`src/rtl/param_cmd_fifo.sv`:
```
// Command FIFO for parameter_controller, programmed over the picorv32 native bus.
// Firmware writes an ID, then a VALUE; each full-word VALUE write queues one {id, value} command.
module param_cmd_fifo #(
    parameter logic [31:0] BASE_ADDR = 32'h0000_8030,
    parameter int          DEPTH     = 8,
    parameter int          AW        = 3
) (
    input  logic        clk,
    input  logic        resetn,
    input  logic        mem_valid,
    input  logic [31:0] mem_addr,
    input  logic [31:0] mem_wdata,
    input  logic [3:0]  mem_wstrb,
    output logic        mem_ready,
    output logic [31:0] mem_rdata,
    output logic        par_valid,
    output logic [7:0]  par_id,
    output logic [31:0] par_value,
    input  logic        par_ready,
    output logic        fifo_irq
);

    localparam logic [AW:0] FULL_CNT = (AW+1)'(DEPTH);

    // Handshake: the head command transfers on every rising edge where
    // par_valid && par_ready; while par_valid && !par_ready it is held stable.

    logic [39:0]   mem [DEPTH];
    logic [AW-1:0] wr_ptr, rd_ptr;
    logic [AW:0]   count;
    logic [31:0]   id_reg, last_value;
    logic          overflow, irq_en;

    logic        hit, accept, is_wr, push_req, pop, do_push, ovf_set, full, empty;
    logic [1:0]  reg_sel;
    logic [31:0] status, rdata_next;
    logic        unused_addr_bits;

    assign unused_addr_bits = &{1'b0, mem_addr[1:0]};

    assign reg_sel  = mem_addr[3:2];
    assign hit      = mem_valid && (mem_addr[31:4] == BASE_ADDR[31:4]) && (reg_sel != 2'd3);
    assign accept   = hit && !mem_ready;
    assign is_wr    = |mem_wstrb;
    assign push_req = accept && (reg_sel == 2'd1) && (mem_wstrb == 4'hF);

    assign full      = (count == FULL_CNT);
    assign empty     = (count == '0);
    assign par_valid = !empty;
    assign pop       = par_valid && par_ready;
    // A pop in the same cycle frees the head slot, so a push into a full FIFO still lands.
    assign do_push   = push_req && (!full || pop);
    assign ovf_set   = push_req && full && !pop;

    assign {par_id, par_value} = mem[rd_ptr];

    always_comb begin
        status         = '0;
        status[0]      = full;
        status[1]      = empty;
        status[2]      = overflow;
        status[3]      = irq_en;
        status[AW+8:8] = count;
    end

    always_comb begin
        rdata_next = '0;
        unique case (reg_sel)
            2'd0:    rdata_next = id_reg;
            2'd1:    rdata_next = last_value;
            2'd2:    rdata_next = status;
            default: rdata_next = '0;
        endcase
    end

    always_ff @(posedge clk or negedge resetn) begin
        if (!resetn) begin
            mem_ready <= 1'b0;
            mem_rdata <= '0;
        end else begin
            mem_ready <= accept;
            mem_rdata <= (accept && !is_wr) ? rdata_next : '0;
        end
    end

    always_ff @(posedge clk or negedge resetn) begin
        if (!resetn) begin
            id_reg     <= '0;
            last_value <= '0;
            overflow   <= 1'b0;
            irq_en     <= 1'b0;
        end else begin
            if (accept && (reg_sel == 2'd0)) begin
                for (int i = 0; i < 4; i++) begin
                    if (mem_wstrb[i]) id_reg[8*i +: 8] <= mem_wdata[8*i +: 8];
                end
            end
            if (push_req) last_value <= mem_wdata;
            if (accept && (reg_sel == 2'd2) && mem_wstrb[0]) begin
                if (mem_wdata[2]) overflow <= 1'b0;
                irq_en <= mem_wdata[3];
            end
            if (ovf_set) overflow <= 1'b1;
        end
    end

    always_ff @(posedge clk) begin
        if (do_push) mem[wr_ptr] <= {id_reg[7:0], mem_wdata};
    end

    always_ff @(posedge clk or negedge resetn) begin
        if (!resetn) begin
            wr_ptr   <= '0;
            rd_ptr   <= '0;
            count    <= '0;
            fifo_irq <= 1'b0;
        end else begin
            if (do_push) wr_ptr <= wr_ptr + AW'(1);
            if (pop)     rd_ptr <= rd_ptr + AW'(1);
            unique case ({do_push, pop})
                2'b10:   count <= count + (AW+1)'(1);
                2'b01:   count <= count - (AW+1)'(1);
                default: count <= count;
            endcase
            fifo_irq <= irq_en && empty;
        end
    end

endmodule

```
`config.mk`:
```
export PLATFORM = sky130hd
export DESIGN_NAME = param_cmd_fifo
export DESIGN_NICKNAME = d
export VERILOG_FILES = /design/src/rtl/param_cmd_fifo.sv
export SDC_FILE = /design/constraint.sdc
export NUM_CORES = 1
export LEC_CHECK = 0
export ABC_AREA = 1
export BUFFER_PORTS_ARGS = -buffer_cell sky130_fd_sc_hd__buf_2
export CORE_ASPECT_RATIO = 1.2
export CORE_MARGIN = 10
export CORE_UTILIZATION = 30
export CTS_CLUSTER_DIAMETER = 80
export DETAILED_ROUTE_END_ITERATION = 10
export GPL_ROUTABILITY_DRIVEN = 0
export SLEW_MARGIN = 20
export SYNTH_ARGS = -nofsm -noshare
export SYNTH_HDL_FRONTEND = slang
export SYNTH_SLANG_ARGS = --single-unit
```
`constraint.sdc`:
```
create_clock -name clk -period 4.2 [get_ports clk]
set_input_delay 0.42 -clock clk [delete_from_list [all_inputs] [get_ports clk]]
set_output_delay 0.42 -clock clk [all_outputs]
set_load 0.05 [all_outputs]
```
Word level (Yosys, flattened, before mapping)
Memory sizes are Yosys's and may differ from the RTL's. Index checks and enable logic that the tools add are counted.

Bits in registers: 110. Memory bits (writable): 320. Input port bits: 72. Output and inout bits: 75. Word-level logic and storage cells: 65. Memories kept: 1.

$add $sub $neg: 4. Equal/unequal tests: 8. Mux-type cells: 8. Reductions and logical operators: 31.

Memories: mem (words 8, bits a word 40, rd ports 1, clocked after Yosys merged registers in 0, wr ports 1, RTL line 28) `logic [39:0] mem [DEPTH];`.

Operators by type and width (number): $pmux W32 S3 (1); $mux W32 (1); $eq A28 B12 Y1 const B (1); $logic_and A1 B1 Y1 (14); $reduce_and A2 Y1 (5); $eq A4 B4 Y1 const B (2); $pmux W4 S2 (1); $add A3 B1 Y3 const B (2); $reduce_bool A2 Y1 (3); $logic_not A1 Y1 (5); $mux W1 (5); $add A4 B1 Y4 const B (1); $eq A2 B1 Y1 const B (2); $eq A2 B2 Y1 const B (2); $logic_not A4 Y1 (1); $reduce_or A4 Y1 (1); $sub A4 B1 Y4 const B (1); $logic_not A2 Y1 (1); $ne A2 B2 Y1 const B (1); $logic_or A1 B1 Y1 (1).

Depth between registers and ports, before layout
Word-level depth: 10. Depth in mapped cells: 18. Mapped depth without buffers: 18.

Worst setup path before layout
Ideal clock, no wire load.

Path kind: reg-to-reg. Start point: register mem_ready. End point: memory mem[3][0] (enable). Arrival: 4.204 ns. Path slack: -0.491 ns. Stages on the path, launching flop included: 10. Buffers on the path: 0. Clock period less this slack: 4.691 ns. Cells stage by stage: dfrtp_1 nor2_1 nand2_1 nor2_1 nand2_1 nor2_4 nand2_2 nor2_2 nand2_1 nor3_1.

Longest elaborated chain between the ends: 7.

RTL lines: from (decl) (RTL line 14) `output logic mem_ready,`; from (signal assigned) (RTL line 81) `mem_ready <= accept;`; $logic_not A1 Y1 (RTL line 43) `assign accept = hit && !mem_ready;`; $logic_and A1 B1 Y1 (RTL line 43); $logic_and A1 B1 Y1 (2 in a row) (RTL line 45) `assign push_req = accept && (reg_sel == 2'd1) && (mem_wstrb == 4'hF);`; $logic_and A1 B1 Y1 (RTL line 52) `assign do_push = push_req && (!full || pop);`; $mux W1 (RTL line 108) `if (do_push) mem[wr_ptr] <= {id_reg[7:0], mem_wdata};`; $mux W1 (implied by the code) (RTL line 108); to (decl) (RTL line 28).

No other way between the ends.

Worst setup path in the final report
Start point: register rd_ptr[0]. End point: output port par_value[1].

Longest elaborated chain between the ends: 1.

RTL lines: from (decl) (RTL line 29) `logic [AW-1:0] wr_ptr, rd_ptr;`; from (signal assigned) (RTL line 119) `if (pop) rd_ptr <= rd_ptr + AW'(1);`; $mem_v2 Z8 W40; to (decl) (RTL line 18) `output logic [31:0] par_value,`.

No other way between the ends.

==> reports/metrics.cfg <==
[critical_path]
worst_setup_path_end_kind = output pin
cp_data_required_time_ps = 3780
timing.critical_path.fanout_max = 96
startpoint_type = register
ff2ff_path_depth = 8
critical_path_arrival_ps = 3140
setup.reg_to_reg.worst_slack_ps = 1550
worstReg2RegEnd = mem_rdata[2]
critical_path_class = reg -> out
worstReg2RegStart = mem_ready

[routing]
drt_iter0_markers = 764
viasPerCell = 4.807
drc = 0
route.detailed.wl_per_inst_um = 18.54
drtAntennaViolNets = 0
dr.pass1.iters = 4
routed-via-count = 11250
total_wirelength_of_the_detailed_routed_design_um = 43410

[worst_hold_path]
holdCritStartpoint = mem_wdata[0]
hold_end = mem[5][0]
hold_path.class = in -> reg
holdPathStages = 1

[clock_tree]
cts.htree.levels = 2
clk_pin_slew_ps = 60
cts_max_path_buffers = 3
post_cts_resized = 0
numClockSinks = 430
clock_latency_ps = 550
cts.repair_timing.setup_buffer_count = 0
tritoncts.num_buffers = 41
cts_tree = yes
cts_root_buffer = sky130_fd_sc_hd__clkbuf_16

[timing]
slew-limit-headroom_pct = 26.53
finalSetupViolations = 0
minimum_clock_period_ps = 3557
fin_crit_sh_pct = 84.70
setup_total_negative_slack_ps = 0
grt_setup_unrepaired = false
hold_violations = 0
slew_violations = 0
worstMarginPinSlew_ps = 1102
final.setup_skew_ps = 21.49
timing.fmax_mhz = 281.1

[final_layout]
final_nets = 1660
proportion_of_layout_cells_with_a_drive_suffix_above_1_pct = 15.93
filler_cell_count = 5406
largest_register = mem
instances_no_fill = 2341
largest_register_ffs = 320
syn_to_final_growth_pct = 17.83

[placement]
buffer_ports.inserted = 144
detailed_place_hpwl_um = 26380
dpl.cell_count = 2266

[floorplanning]
placement_rows = 95
die_x_um = 236.5
start_util_pct = 30.19
pin_count = 147
die_y_um = 279.7
floorplan.core_area_mm2 = 0.05587
overall_die_area_mm2 = 0.06614

[synthesis]
synth_seq_cells = 430
dominantRegCellSynth = sky130_fd_sc_hd__edfxtp_1
instance_count_of_the_mapped_netlist = 1442
synthesis.area_per_instance_um2 = 11.70
yosysTopAreaCell = sky130_fd_sc_hd__edfxtp_1
post-synth-top-count-cell = sky130_fd_sc_hd__edfxtp_1
synth_common_cells = sky130_fd_sc_hd__edfxtp_1 (320), sky130_fd_sc_hd__nor2_1 (312), sky130_fd_sc_hd__nand2_1 (210), sky130_fd_sc_hd__o21ai_0 (207), sky130_fd_sc_hd__dfrtp_1 (110)
netlist_area_mm2 = 0.01687
yosys.cell_types.count = 28
synth-edff-count = 320
asr_flop_ratio_synth_pct = 25.58
synth_warnings = 0
net_count_synth = 1519
ys_top_cells_by_area = sky130_fd_sc_hd__edfxtp_1 (57%), sky130_fd_sc_hd__dfrtp_1 (16%), sky130_fd_sc_hd__nor2_1 (6.9%), sky130_fd_sc_hd__o21ai_0 (6.1%), sky130_fd_sc_hd__nand2_1 (4.7%)
sequential_share_of_the_synthesized_area_pct = 73.29
synth_top_cell_area_share_pct = 56.97

[global_routing]
grt_antenna_before_repair = 2
grt-ovfl-total = 0
grt_start_max_net_pins = 97
grt_first_pass_wirelength_um = 66240
global_route.usage.total_pct = 12.71
via_count_of_the_first_global_routing_pass = 11200

[pwr]
worst_ir_drop_vdd_v = 0.0004992
power.switching_fraction_pct = 38.37
power.combinational.fraction_pct = 33.5
power_consumption_mw = 12.66
power.share.clock_pct = 28.7
power.density_cell_area_mw_per_mm2 = 637.0
share_seq_of_total_power_pct = 37.7
p_int_mw = 7.802
netSwitchingPower_mw = 4.858
leakagePower_nw = 7.636

[run]
max_cap_violations = 0

[outcome]
status = finished clean

## critical path, stage by stage (launching register included)
cell	delay (ps)
sky130_fd_sc_hd__dfrtp_4	1100
sky130_fd_sc_hd__buf_4	400
sky130_fd_sc_hd__o21ai_0	130
sky130_fd_sc_hd__o22ai_1	200
sky130_fd_sc_hd__nor2_1	60
sky130_fd_sc_hd__a31oi_1	280
sky130_fd_sc_hd__buf_2	330
## power by group through the flow
| stage | logic, mW | clock network [mW] | registers, mW |
|---|---|---|---|
| floorplan | 3.19 | 0 | 4.71 |
| global placement | 4.28 | 0 | 4.86 |
| detailed placement | 4.34 | 0 | 4.87 |
| CTS | 4.35 | 3.72 | 4.78 |
| global route | 4.65 | 3.89 | 4.79 |
| finish | 4.25 | 3.64 | 4.78 |
## final cells by class
cell class                 count  area, um2  share of cell area [%]
antenna                        1      2.502                 0.01259
clock buffer                  56       1165                   5.862
clock inverter                17      158.9                  0.7996
inverter                      30      115.1                  0.5792
multi-input combinational    901       4129                   20.78
sequential                   430      12370                   62.23
tap                          727      909.6                   4.577
timing repair buffer         179       1026                   5.163
## worst max-delay path by stage
stage	startpoint	end	slack, ps	depth (start not counted)
final	rd_ptr[0]	par_value[1]	640	6
after global routing	rd_ptr[0]	par_value[1]	400	6
after CTS	rd_ptr[0]	par_value[1]	550	6
after detailed placement	rd_ptr[0]	par_value[1]	1140	6
after global placement	rd_ptr[0]	par_value[16]	1190	7
after floorplan	mem_ready	mem[3][0]	-490	9
## layout by cell type (no fill, tap or decap), types with 4 or more instances in the layout
cell,count
sky130_fd_sc_hd__inv_1,27
sky130_fd_sc_hd__nor3_2,7
sky130_fd_sc_hd__a21oi_1,25
sky130_fd_sc_hd__o21ai_0,207
sky130_fd_sc_hd__nand3_1,31
sky130_fd_sc_hd__edfxtp_1,320
sky130_fd_sc_hd__clkinv_1,7
sky130_fd_sc_hd__a31oi_1,46
sky130_fd_sc_hd__buf_4,32
sky130_fd_sc_hd__o22ai_1,40
sky130_fd_sc_hd__nor2_1,310
sky130_fd_sc_hd__nand2_1,210
sky130_fd_sc_hd__dfrtp_1,108
sky130_fd_sc_hd__clkbuf_8,4
sky130_fd_sc_hd__clkinv_2,4
sky130_fd_sc_hd__clkbuf_1,9
sky130_fd_sc_hd__clkbuf_16,43
sky130_fd_sc_hd__ha_1,4
sky130_fd_sc_hd__buf_2,143
## cell families (layout without fill, tap and decap cells)
family          after synthesis  in the layout  synth area share (%)
buf+inv                     111            282                 2.589
compound gates              321            321                 10.22
flops                       430            430                 73.29
xor+xnor                      4              4                0.2078
other cells                   0              1                     0
fa+ha+maj                     5              5                0.4154
simple gates                571            571                 13.27
## through the flow
stage / utilization, % / hold slack [ps] / instance area (um2) / worst slack [ps]
floorplan: - / 124.4 / 16870 / -491.1
global placement: 33.17 / 454.3 / 18530 / 1193
detailed placement: 33.17 / 459.6 / 18530 / 1136
CTS: 35.56 / 145.9 / 19870 / 547.6
global route: 35.57 / 166.8 / 19870 / 395.5
finish: 35.57 / 166.4 / 19870 / 642.5
## timing repair
item / 4_1_cts / 5_1_grt
setup endpoints to repair: 0 / 0
hold buffers: 1 / 0
endpoints found under the hold margin: 52 / 0
## routing by layer
layer | vias up | global-route usage [%] | wire [um]
li1 | 5343 | - | -
met1 | 5519 | 16.09 | 18980
met2 | 321 | 21.62 | 21090
met3 | 68 | 2.244 | 2278
met4 | 2 | 4.120 | 1048
met5 | - | 0 | 12
(Power assumes the default switching activity.)
